--- src/rtl/alu_op_scheduler.sv ---
// Two-requester round-robin scheduler that sequences the 8-bit add/sub unit.
// Each accepted op gets a two-cycle issue window; NEG chains NOT then INC.
module alu_op_scheduler #(
  localparam int unsigned DATA_W = 8,
  localparam int unsigned OP_W   = 4,
  localparam int unsigned SEL_W  = 3
) (
  input  logic              Clk,
  input  logic              Reset_n,
  input  logic              Req0_Valid,
  output logic              Req0_Ready,
  input  logic [OP_W-1:0]   Req0_Op,
  input  logic [DATA_W-1:0] Req0_A,
  input  logic [DATA_W-1:0] Req0_B,
  input  logic              Req1_Valid,
  output logic              Req1_Ready,
  input  logic [OP_W-1:0]   Req1_Op,
  input  logic [DATA_W-1:0] Req1_A,
  input  logic [DATA_W-1:0] Req1_B,
  output logic [OP_W-1:0]   Alu_Opcode,
  output logic [DATA_W-1:0] Alu_A,
  output logic [DATA_W-1:0] Alu_B,
  output logic [SEL_W-1:0]  Alu_Select,
  input  logic [DATA_W-1:0] Alu_Result,
  input  logic              Alu_Flag,
  output logic              Rsp_Valid,
  input  logic              Rsp_Ready,
  output logic [DATA_W-1:0] Rsp_Data,
  output logic              Rsp_Id,
  output logic              Rsp_Err
);

  localparam logic [OP_W-1:0]  OP_NONE = OP_W'(0);
  localparam logic [OP_W-1:0]  OP_INC  = OP_W'(1);
  localparam logic [OP_W-1:0]  OP_ADD  = OP_W'(2);
  localparam logic [OP_W-1:0]  OP_SUB  = OP_W'(3);
  localparam logic [OP_W-1:0]  OP_DEC  = OP_W'(4);
  localparam logic [OP_W-1:0]  OP_NOT  = OP_W'(5);
  localparam logic [OP_W-1:0]  OP_NEG  = OP_W'(6);
  localparam logic [SEL_W-1:0] SEL_OFF = SEL_W'(0);
  localparam logic [SEL_W-1:0] SEL_ON  = SEL_W'(1);

  typedef enum logic [2:0] {
    S_IDLE  = 3'd0,
    S_EXEC1 = 3'd1,
    S_EXEC2 = 3'd2,
    S_CAPT  = 3'd3,
    S_RESP  = 3'd4
  } state_e;

  state_e              state_q, state_d;
  logic [OP_W-1:0]     op_q, op_d;
  logic [DATA_W-1:0]   a_q, a_d;
  logic [DATA_W-1:0]   b_q, b_d;
  logic                id_q, id_d;
  logic                step_q, step_d;
  logic [DATA_W-1:0]   inter_q, inter_d;
  logic                last_q, last_d;
  logic [OP_W-1:0]     alu_opcode_q, alu_opcode_d;
  logic [DATA_W-1:0]   alu_a_q, alu_a_d;
  logic [DATA_W-1:0]   alu_b_q, alu_b_d;
  logic [SEL_W-1:0]    alu_sel_q, alu_sel_d;
  logic                rsp_valid_q, rsp_valid_d;
  logic [DATA_W-1:0]   rsp_data_q, rsp_data_d;
  logic                rsp_id_q, rsp_id_d;
  logic                rsp_err_q, rsp_err_d;

  logic                any_valid_c;
  logic                grant_c;
  logic                ready0_c;
  logic                ready1_c;
  logic [OP_W-1:0]     gnt_op_c;
  logic [DATA_W-1:0]   gnt_a_c;
  logic [DATA_W-1:0]   gnt_b_c;

  function automatic logic op_legal(input logic [OP_W-1:0] op);
    return (op == OP_INC) || (op == OP_ADD) || (op == OP_SUB) ||
           (op == OP_DEC) || (op == OP_NOT) || (op == OP_NEG);
  endfunction

  // Round-robin pick: with both requesting, serve the one not served last.
  always_comb begin
    any_valid_c = Req0_Valid | Req1_Valid;
    grant_c     = 1'b0;
    if (Req0_Valid && Req1_Valid) begin
      grant_c = ~last_q;
    end else if (Req1_Valid) begin
      grant_c = 1'b1;
    end
    ready0_c = Reset_n && (state_q == S_IDLE) && Req0_Valid && !grant_c;
    ready1_c = Reset_n && (state_q == S_IDLE) && Req1_Valid && grant_c;
    gnt_op_c = grant_c ? Req1_Op : Req0_Op;
    gnt_a_c  = grant_c ? Req1_A  : Req0_A;
    gnt_b_c  = grant_c ? Req1_B  : Req0_B;
  end

  always_comb begin
    state_d      = state_q;
    op_d         = op_q;
    a_d          = a_q;
    b_d          = b_q;
    id_d         = id_q;
    step_d       = step_q;
    inter_d      = inter_q;
    last_d       = last_q;
    rsp_data_d   = rsp_data_q;
    rsp_id_d     = rsp_id_q;
    rsp_err_d    = rsp_err_q;
    alu_sel_d    = SEL_OFF;
    alu_opcode_d = OP_NONE;
    alu_a_d      = '0;
    alu_b_d      = '0;

    unique case (state_q)
      S_IDLE: begin
        if (any_valid_c) begin
          op_d   = gnt_op_c;
          a_d    = gnt_a_c;
          b_d    = gnt_b_c;
          id_d   = grant_c;
          step_d = 1'b0;
          if (op_legal(gnt_op_c)) begin
            state_d = S_EXEC1;
          end else begin
            rsp_data_d = '0;
            rsp_err_d  = 1'b1;
            rsp_id_d   = grant_c;
            state_d    = S_RESP;
          end
        end
      end
      S_EXEC1: state_d = S_EXEC2;
      S_EXEC2: state_d = S_CAPT;
      S_CAPT: begin
        if ((op_q == OP_NEG) && !step_q) begin
          inter_d = Alu_Result;
          step_d  = 1'b1;
          state_d = S_EXEC1;
        end else begin
          rsp_data_d = Alu_Result;
          rsp_err_d  = ~Alu_Flag;
          rsp_id_d   = id_q;
          state_d    = S_RESP;
        end
      end
      S_RESP: begin
        if (Rsp_Ready) begin
          last_d  = id_q;
          state_d = S_IDLE;
        end
      end
      default: state_d = S_IDLE;
    endcase

    // Unit inputs are registered from the upcoming state so they hold for both edges.
    if ((state_d == S_EXEC1) || (state_d == S_EXEC2)) begin
      alu_sel_d = SEL_ON;
      if (op_d == OP_NEG) begin
        alu_opcode_d = step_d ? OP_INC : OP_NOT;
        alu_a_d      = step_d ? inter_d : a_d;
        alu_b_d      = step_d ? DATA_W'(0) : b_d;
      end else begin
        alu_opcode_d = op_d;
        alu_a_d      = a_d;
        alu_b_d      = b_d;
      end
    end
    rsp_valid_d = (state_d == S_RESP);
  end

  always_ff @(posedge Clk or negedge Reset_n) begin
    if (!Reset_n) begin
      state_q      <= S_IDLE;
      op_q         <= OP_NONE;
      a_q          <= '0;
      b_q          <= '0;
      id_q         <= 1'b0;
      step_q       <= 1'b0;
      inter_q      <= '0;
      last_q       <= 1'b1;
      alu_opcode_q <= OP_NONE;
      alu_a_q      <= '0;
      alu_b_q      <= '0;
      alu_sel_q    <= SEL_OFF;
      rsp_valid_q  <= 1'b0;
      rsp_data_q   <= '0;
      rsp_id_q     <= 1'b0;
      rsp_err_q    <= 1'b0;
    end else begin
      state_q      <= state_d;
      op_q         <= op_d;
      a_q          <= a_d;
      b_q          <= b_d;
      id_q         <= id_d;
      step_q       <= step_d;
      inter_q      <= inter_d;
      last_q       <= last_d;
      alu_opcode_q <= alu_opcode_d;
      alu_a_q      <= alu_a_d;
      alu_b_q      <= alu_b_d;
      alu_sel_q    <= alu_sel_d;
      rsp_valid_q  <= rsp_valid_d;
      rsp_data_q   <= rsp_data_d;
      rsp_id_q     <= rsp_id_d;
      rsp_err_q    <= rsp_err_d;
    end
  end

  assign Req0_Ready = ready0_c;
  assign Req1_Ready = ready1_c;
  assign Alu_Opcode = alu_opcode_q;
  assign Alu_A      = alu_a_q;
  assign Alu_B      = alu_b_q;
  assign Alu_Select = alu_sel_q;
  assign Rsp_Valid  = rsp_valid_q;
  assign Rsp_Data   = rsp_data_q;
  assign Rsp_Id     = rsp_id_q;
  assign Rsp_Err    = rsp_err_q;

endmodule

--- config.mk ---
export PLATFORM = sky130hd
export DESIGN_NAME = alu_op_scheduler
export DESIGN_NICKNAME = d
export VERILOG_FILES = /design/src/rtl/alu_op_scheduler.sv
export SDC_FILE = /design/constraint.sdc
export NUM_CORES = 1
export LEC_CHECK = 0
export CAP_MARGIN = 30
export CELL_PAD_IN_SITES_DETAIL_PLACEMENT = 1
export CELL_PAD_IN_SITES_GLOBAL_PLACEMENT = 2
export CORE_MARGIN = 3
export CORE_UTILIZATION = 27
export DETAILED_ROUTE_END_ITERATION = 10
export GPL_ROUTABILITY_DRIVEN = 0
export HOLD_SLACK_MARGIN = 0.12
export PLACE_DENSITY = 0.78
export REMOVE_ABC_BUFFERS = 1
export SYNTH_ARGS = -nofsm -noshare
export SYNTH_HDL_FRONTEND = slang
export SYNTH_SLANG_ARGS = --single-unit
--- constraint.sdc ---
create_clock -name Clk -period 1.8 [get_ports Clk]
set_input_delay 0.18 -clock Clk [delete_from_list [all_inputs] [get_ports Clk]]
set_output_delay 0.18 -clock Clk [all_outputs]
set_load 0.05 [all_outputs]
Word-level counts from Yosys, hierarchy flattened
Cells that the tools add are included.
- input port bits: 54
- bits in registers: 68
- output and inout port bits: 36
- equality and inequality tests: 18
- bitwise gates (word level): 3
- reductions and logical operators: 20
- multiplexer cells: 43
- operator list (kind ; number):
    $mux 8 ; 17
    $eq 4x3->1 const B ; 5
    $mux 4 ; 5
    $pmux 8 s2 ; 1
    $mux 3 ; 5
    $pmux 3 s5 ; 1
    $mux 1 ; 11
    $eq 3x2->1 const B ; 3
    $eq 4x2->1 const B ; 2
    $logic_and 1x1->1 ; 7
    $eq 3x1->1 const B ; 2
    $eq 3x3->1 const B ; 2
    $logic_or 1x1->1 ; 6
    $ne 2x2->1 const B ; 3
    $pmux 1 s2 ; 3
    $eq 4x1->1 const B ; 1
    $reduce_and 2->1 ; 2
    $reduce_and 4->1 ; 1
    $logic_not 3->1 ; 1
    $logic_not 1->1 ; 2
    $not 1->1 ; 2
    $reduce_bool 2->1 ; 1
    $or 1x1->1 ; 1

Depth between registers and ports, before layout
- depth in word-level cells: 15
- gate-level depth with buffers: 7

Least setup slack after synthesis
Ideal clock, no wire load.
- path type: register -> register
- start: register state_q[1]
- end: register rsp_id_q, in the netlist Rsp_Id
- required time: 1.675 ns
- cell stages (with the launch flop): 6
- arrival time: 1.720 ns
- library setup time: 0.125 ns
- setup slack: -0.045 ns
- path through: dfrtp_1 > buf_6 > or3_4 > a2111o_1 > o221ai_4 > mux2_4
- longest elaborated chain between the ends: 3
- elaborated cells between the ends (all ways): 8
- ends and longest elaborated chain (what ; RTL line ; source):
    start: declaration ; 51 ; state_e state_q, state_d;
    start signal: assignment ; 190 ; state_q <= state_d;
    $eq 3x2->1 / $logic_not 3->1 (equally long branches) ; 114 ; unique case (state_q)
    $ne 2x2->1 (no line) / $reduce_bool 2->1 (equally long branches) ; - ;
    $reduce_and 4->1 (no line) ; - ;
    end signal: assignment ; 204 ; rsp_id_q <= rsp_id_d;
    end: declaration ; 65 ; logic rsp_id_q, rsp_id_d;
Parallel ways exist; a longest one is shown, timed or not.
A chain may end at the register's enable or synchronous reset.

Worst setup path after layout
- start: register state_q[0]
- end: register rsp_id_q, in the netlist Rsp_Id
Same word-level chain as after synthesis.

==> load_flow_metrics.sql <==
INSERT INTO impl_metrics (metric_group, metric, value, unit) VALUES
('timing', 'period_needed', '1.79', 'ns'),
('layout', 'commonest_non_fill_non_tap_cell_in_the_layout', 'sky130_fd_sc_hd__clkdlybuf4s50_1', ''),
('floorplan', 'die_area', '13300', 'µm²'),
('drt', 'detail_route.wirelength.met1', '4.23', 'mm'),
('global_routing', 'grt_first_pass_wirelength', '15.5', 'mm'),
('timing', 'setup_viol', '0', ''),
('power', 'sequentialPowerShare', '0.267', ''),
('drt', 'post_drt_via_cell_ratio', '4.82', ''),
('drt', 'ant_nets', '0', ''),
('floorplan', 'start_util', '0.280', ''),
('power', 'clkPwrFrac', '0.199', ''),
('layout', 'syn_to_final_growth', '62.2', '%'),
('synth', 'ys_ff_latch', '66', ''),
('drt', 'wl_met3', '460', 'µm'),
('placed_design', 'hpwlAfterDp', '7.10', 'mm'),
('floorplan', 'die_w', '115', 'µm'),
('synth', 'yosysUniqueCellTypes', '50', ''),
('power', 'comb_power_share', '0.534', ''),
('global_routing', 'via_count_of_the_first_global_routing_pass', '3055', ''),
('setup_path', 'timing.critical_path.required', '2.01', 'ns'),
('synth', 'synth_enable_flop_cells', '0', ''),
('timing', 'hold_ws', '0.437', 'ns'),
('setup_path', 'setup.worst_path.end_class', 'register', ''),
('floorplan', 'die_height', '115', 'µm'),
('power', 'max-vdd-ir-drop', '0.000528', 'V'),
('clocking', 'clock_edge_transition_at_the_registers_on_the_reported_setup_and_hold_paths', '0.05', 'ns'),
('synth', 'synth_top_area_frac', '0.503', ''),
('drt', 'detailroute.via_count', '2826', ''),
('worst_hold_path', 'worstHoldPathType', 'input port to register', ''),
('clocking', 'cts.sink_count', '66', ''),
('power', 'power.switching', '3.49', 'mW'),
('drt', 'drtIter0Drc', '88', ''),
('setup_path', 'timing.critical_path.arrival', '2.00', 'ns'),
('synth', 'ys_async_sr_fraction', '1.00', ''),
('drt', 'detailroute.wirelength.met2', '5.04', 'mm'),
('synth', 'synth.cell_area', '3230', 'µm²'),
('placed_design', 'dp_worst_setup_slack', '-0.265', 'ns'),
('timing', 'setup_repair_after_global_routing_missed_its_margin', 'yes', ''),
('placed_design', 'portBuffers', '87', ''),
('timing', 'report.final.hold_viol_count', '0', ''),
('timing', 'period_share', '0.995', ''),
('clocking', 'cts_made_buffers', '9', ''),
('drt', 'detail_route.first_pass.iterations', '4', ''),
('power', 'power.share.switching', '0.391', ''),
('synth', 'post_synth_main_area_contributors', 'sky130_fd_sc_hd__dfrtp_1 50%, sky130_fd_sc_hd__mux2i_1 4.0%, sky130_fd_sc_hd__mux2_2 3.8%', ''),
('clocking', 'tritoncts', 'yes', ''),
('timing', 'final-max-slew-violation-count', '0', ''),
('synth', 'post_synth.cell_area_avg', '11.1', 'µm²'),
('timing', 'clock-skew-final', '0.00539', 'ns'),
('outcome', 'status', 'complete, no violations', ''),
('layout', 'layout-drive-gt1-share', '0.300', ''),
('floorplan', 'placement_rows', '39', ''),
('floorplan', 'core_area', '11600', 'µm²'),
('floorplan', 'io_pins', '90', ''),
('drt', 'drt_wl_total', '9.83', 'mm'),
('timing', 'max_freq', '558', 'MHz'),
('clocking', 'cts-htree-levels', '3', ''),
('synth', 'yosysTopAreaCell', 'sky130_fd_sc_hd__dfrtp_1', ''),
('setup_path', 'critPathMaxFanout', '3', ''),
('power', 'cellInternalPower', '5.43', 'mW'),
('synth', 'synth_sequential_area_ratio', '0.511', ''),
('layout', 'layout.nets', '492', ''),
('timing', 'layout_setup_ws', '0.00850', 'ns'),
('drt', 'maxUsedRoutingLayer', 'met4', ''),
('setup_path', 'rrSetupSlack', '0.009', 'ns'),
('synth', 'synth.yosys.warnings', '0', ''),
('drt', 'drt-wirelength-per-cell', '16.8', 'µm'),
('setup_path', 'worst_setup_path_start_kind', 'register', ''),
('job', 'timing.max_cap.violations', '0', ''),
('layout', 'finalCoreUtilization', '0.454', ''),
('timing', 'max_slew.worst_pin.slew', '0.538', 'ns');
==> per-stage QoR <==
step / instance area (µm²) / cells / power (mW) / TNS [ns]
2_1_floorplan: 3140 / 272 / 4.88 / -18.64
3_3_place_gp: 4730 / 563 / 6.72 / -3.98
3_5_place_dp: 4730 / 563 / 6.87 / -6.54
4_1_cts: 5070 / 580 / 8.72 / 0
5_1_grt: 5250 / 586 / 9.48 / -0.121
6_report: 5250 / 586 / 8.92 / 0
==> layer usage <==
metal | track usage | vias to the layer above
li1 | - | 1350
met1 | 0.187 | 1405
met2 | 0.253 | 64
met3 | 0.0329 | 7
met4 | 0.0399 | 0
met5 | 0 | -
==> synthesized netlist by cell type (2+ instances only) <==
library cell,count
sky130_fd_sc_hd__dfrtp_1,65
sky130_fd_sc_hd__mux2i_1,13
sky130_fd_sc_hd__nand2b_1,11
sky130_fd_sc_hd__and3_1,2
sky130_fd_sc_hd__a21oi_1,23
sky130_fd_sc_hd__buf_4,2
sky130_fd_sc_hd__mux2_2,11
sky130_fd_sc_hd__nand3_1,2
sky130_fd_sc_hd__nor2_1,28
sky130_fd_sc_hd__o22ai_1,2
sky130_fd_sc_hd__nor4_2,7
sky130_fd_sc_hd__clkbuf_1,5
sky130_fd_sc_hd__a211oi_1,9
sky130_fd_sc_hd__a22o_1,8
sky130_fd_sc_hd__nor4bb_1,11
sky130_fd_sc_hd__buf_2,11
sky130_fd_sc_hd__nor2b_1,7
sky130_fd_sc_hd__or3_1,9
sky130_fd_sc_hd__a311o_1,2
sky130_fd_sc_hd__nand2_1,18
sky130_fd_sc_hd__inv_1,6
sky130_fd_sc_hd__nor3_1,10
==> critical path: stages (launching register included) <==
cell and delay, ns:
sky130_fd_sc_hd__dfrtp_1 0.39, sky130_fd_sc_hd__or3_4 0.45, sky130_fd_sc_hd__a2111o_1 0.41, sky130_fd_sc_hd__o221ai_4 0.10, sky130_fd_sc_hd__mux2_4 0.32
==> logic make-up (layout without fill, tap and decap cells) <==
logic type / Yosys count / in the layout / synth area share
compound gates: 58 / 58 / 0.137
buf+inv: 25 / 177 / 0.0379
flops: 66 / 66 / 0.511
mux: 25 / 25 / 0.0832
other cells: 1 / 2 / 0.00116
simple gates: 115 / 115 / 0.229
==> registers in the layout, summed over array words and instances, names as in the netlist, 4 cells and up <==
name / flops
op_q: 4
inter_q: 8
Alu_B: 8
a_q: 8
b_q: 8
Alu_Opcode: 4
Rsp_Data: 8
Alu_A: 8
==> worst paths after layout <==
kind | startpoint | to | cells past startpoint
min in group asynchronous | Reset_n | Alu_Select[0]$_DFF_PN0_ | 3
hold reg to reg | id_q$_DFFE_PN0P_ | id_q$_DFFE_PN0P_ | 2
max in group asynchronous | Reset_n | last_q$_DFFE_PN1P_ | 3
setup / recovery | state_q[0]$_DFF_PN0_ | Rsp_Id$_DFFE_PN0P_ | 4
hold / removal | Alu_Flag | Rsp_Err$_DFFE_PN0P_ | 2
setup reg to reg | state_q[0]$_DFF_PN0_ | Rsp_Id$_DFFE_PN0P_ | 4
==> timing repair <==
item | in CTS | in global routing
endpoints found under the hold margin | 65 | 0
buffers inserted | 0 | 4
cloned | 0 | 2
hold buffers | 1 | 0
endpoints found under the setup margin | 14 | 39
resized for setup | 5 | 25
pin swaps | 0 | 4
==> cell type report <==
cell class	count	area, µm²
Fill cell	1278	6320
Sequential cell	66	1650
Multi-Input combinational cell	200	1580
Timing Repair Buffer	155	1500
Clock buffer	11	253
Tap cell	143	179
Clock inverter	5	52.6
Inverter	6	22.5
==> power by group through the flow <==
stage	combinational [mW]	clock, mW	sequential (mW)
final	4.77	1.77	2.38
after global routing	5.12	1.90	2.46
after CTS	4.52	1.82	2.38
after detailed placement	4.46	0	2.40
after global placement	4.34	0	2.38
after floorplan	1.66	0	3.23
No activity file was read; power rests on OpenSTA's default activity.
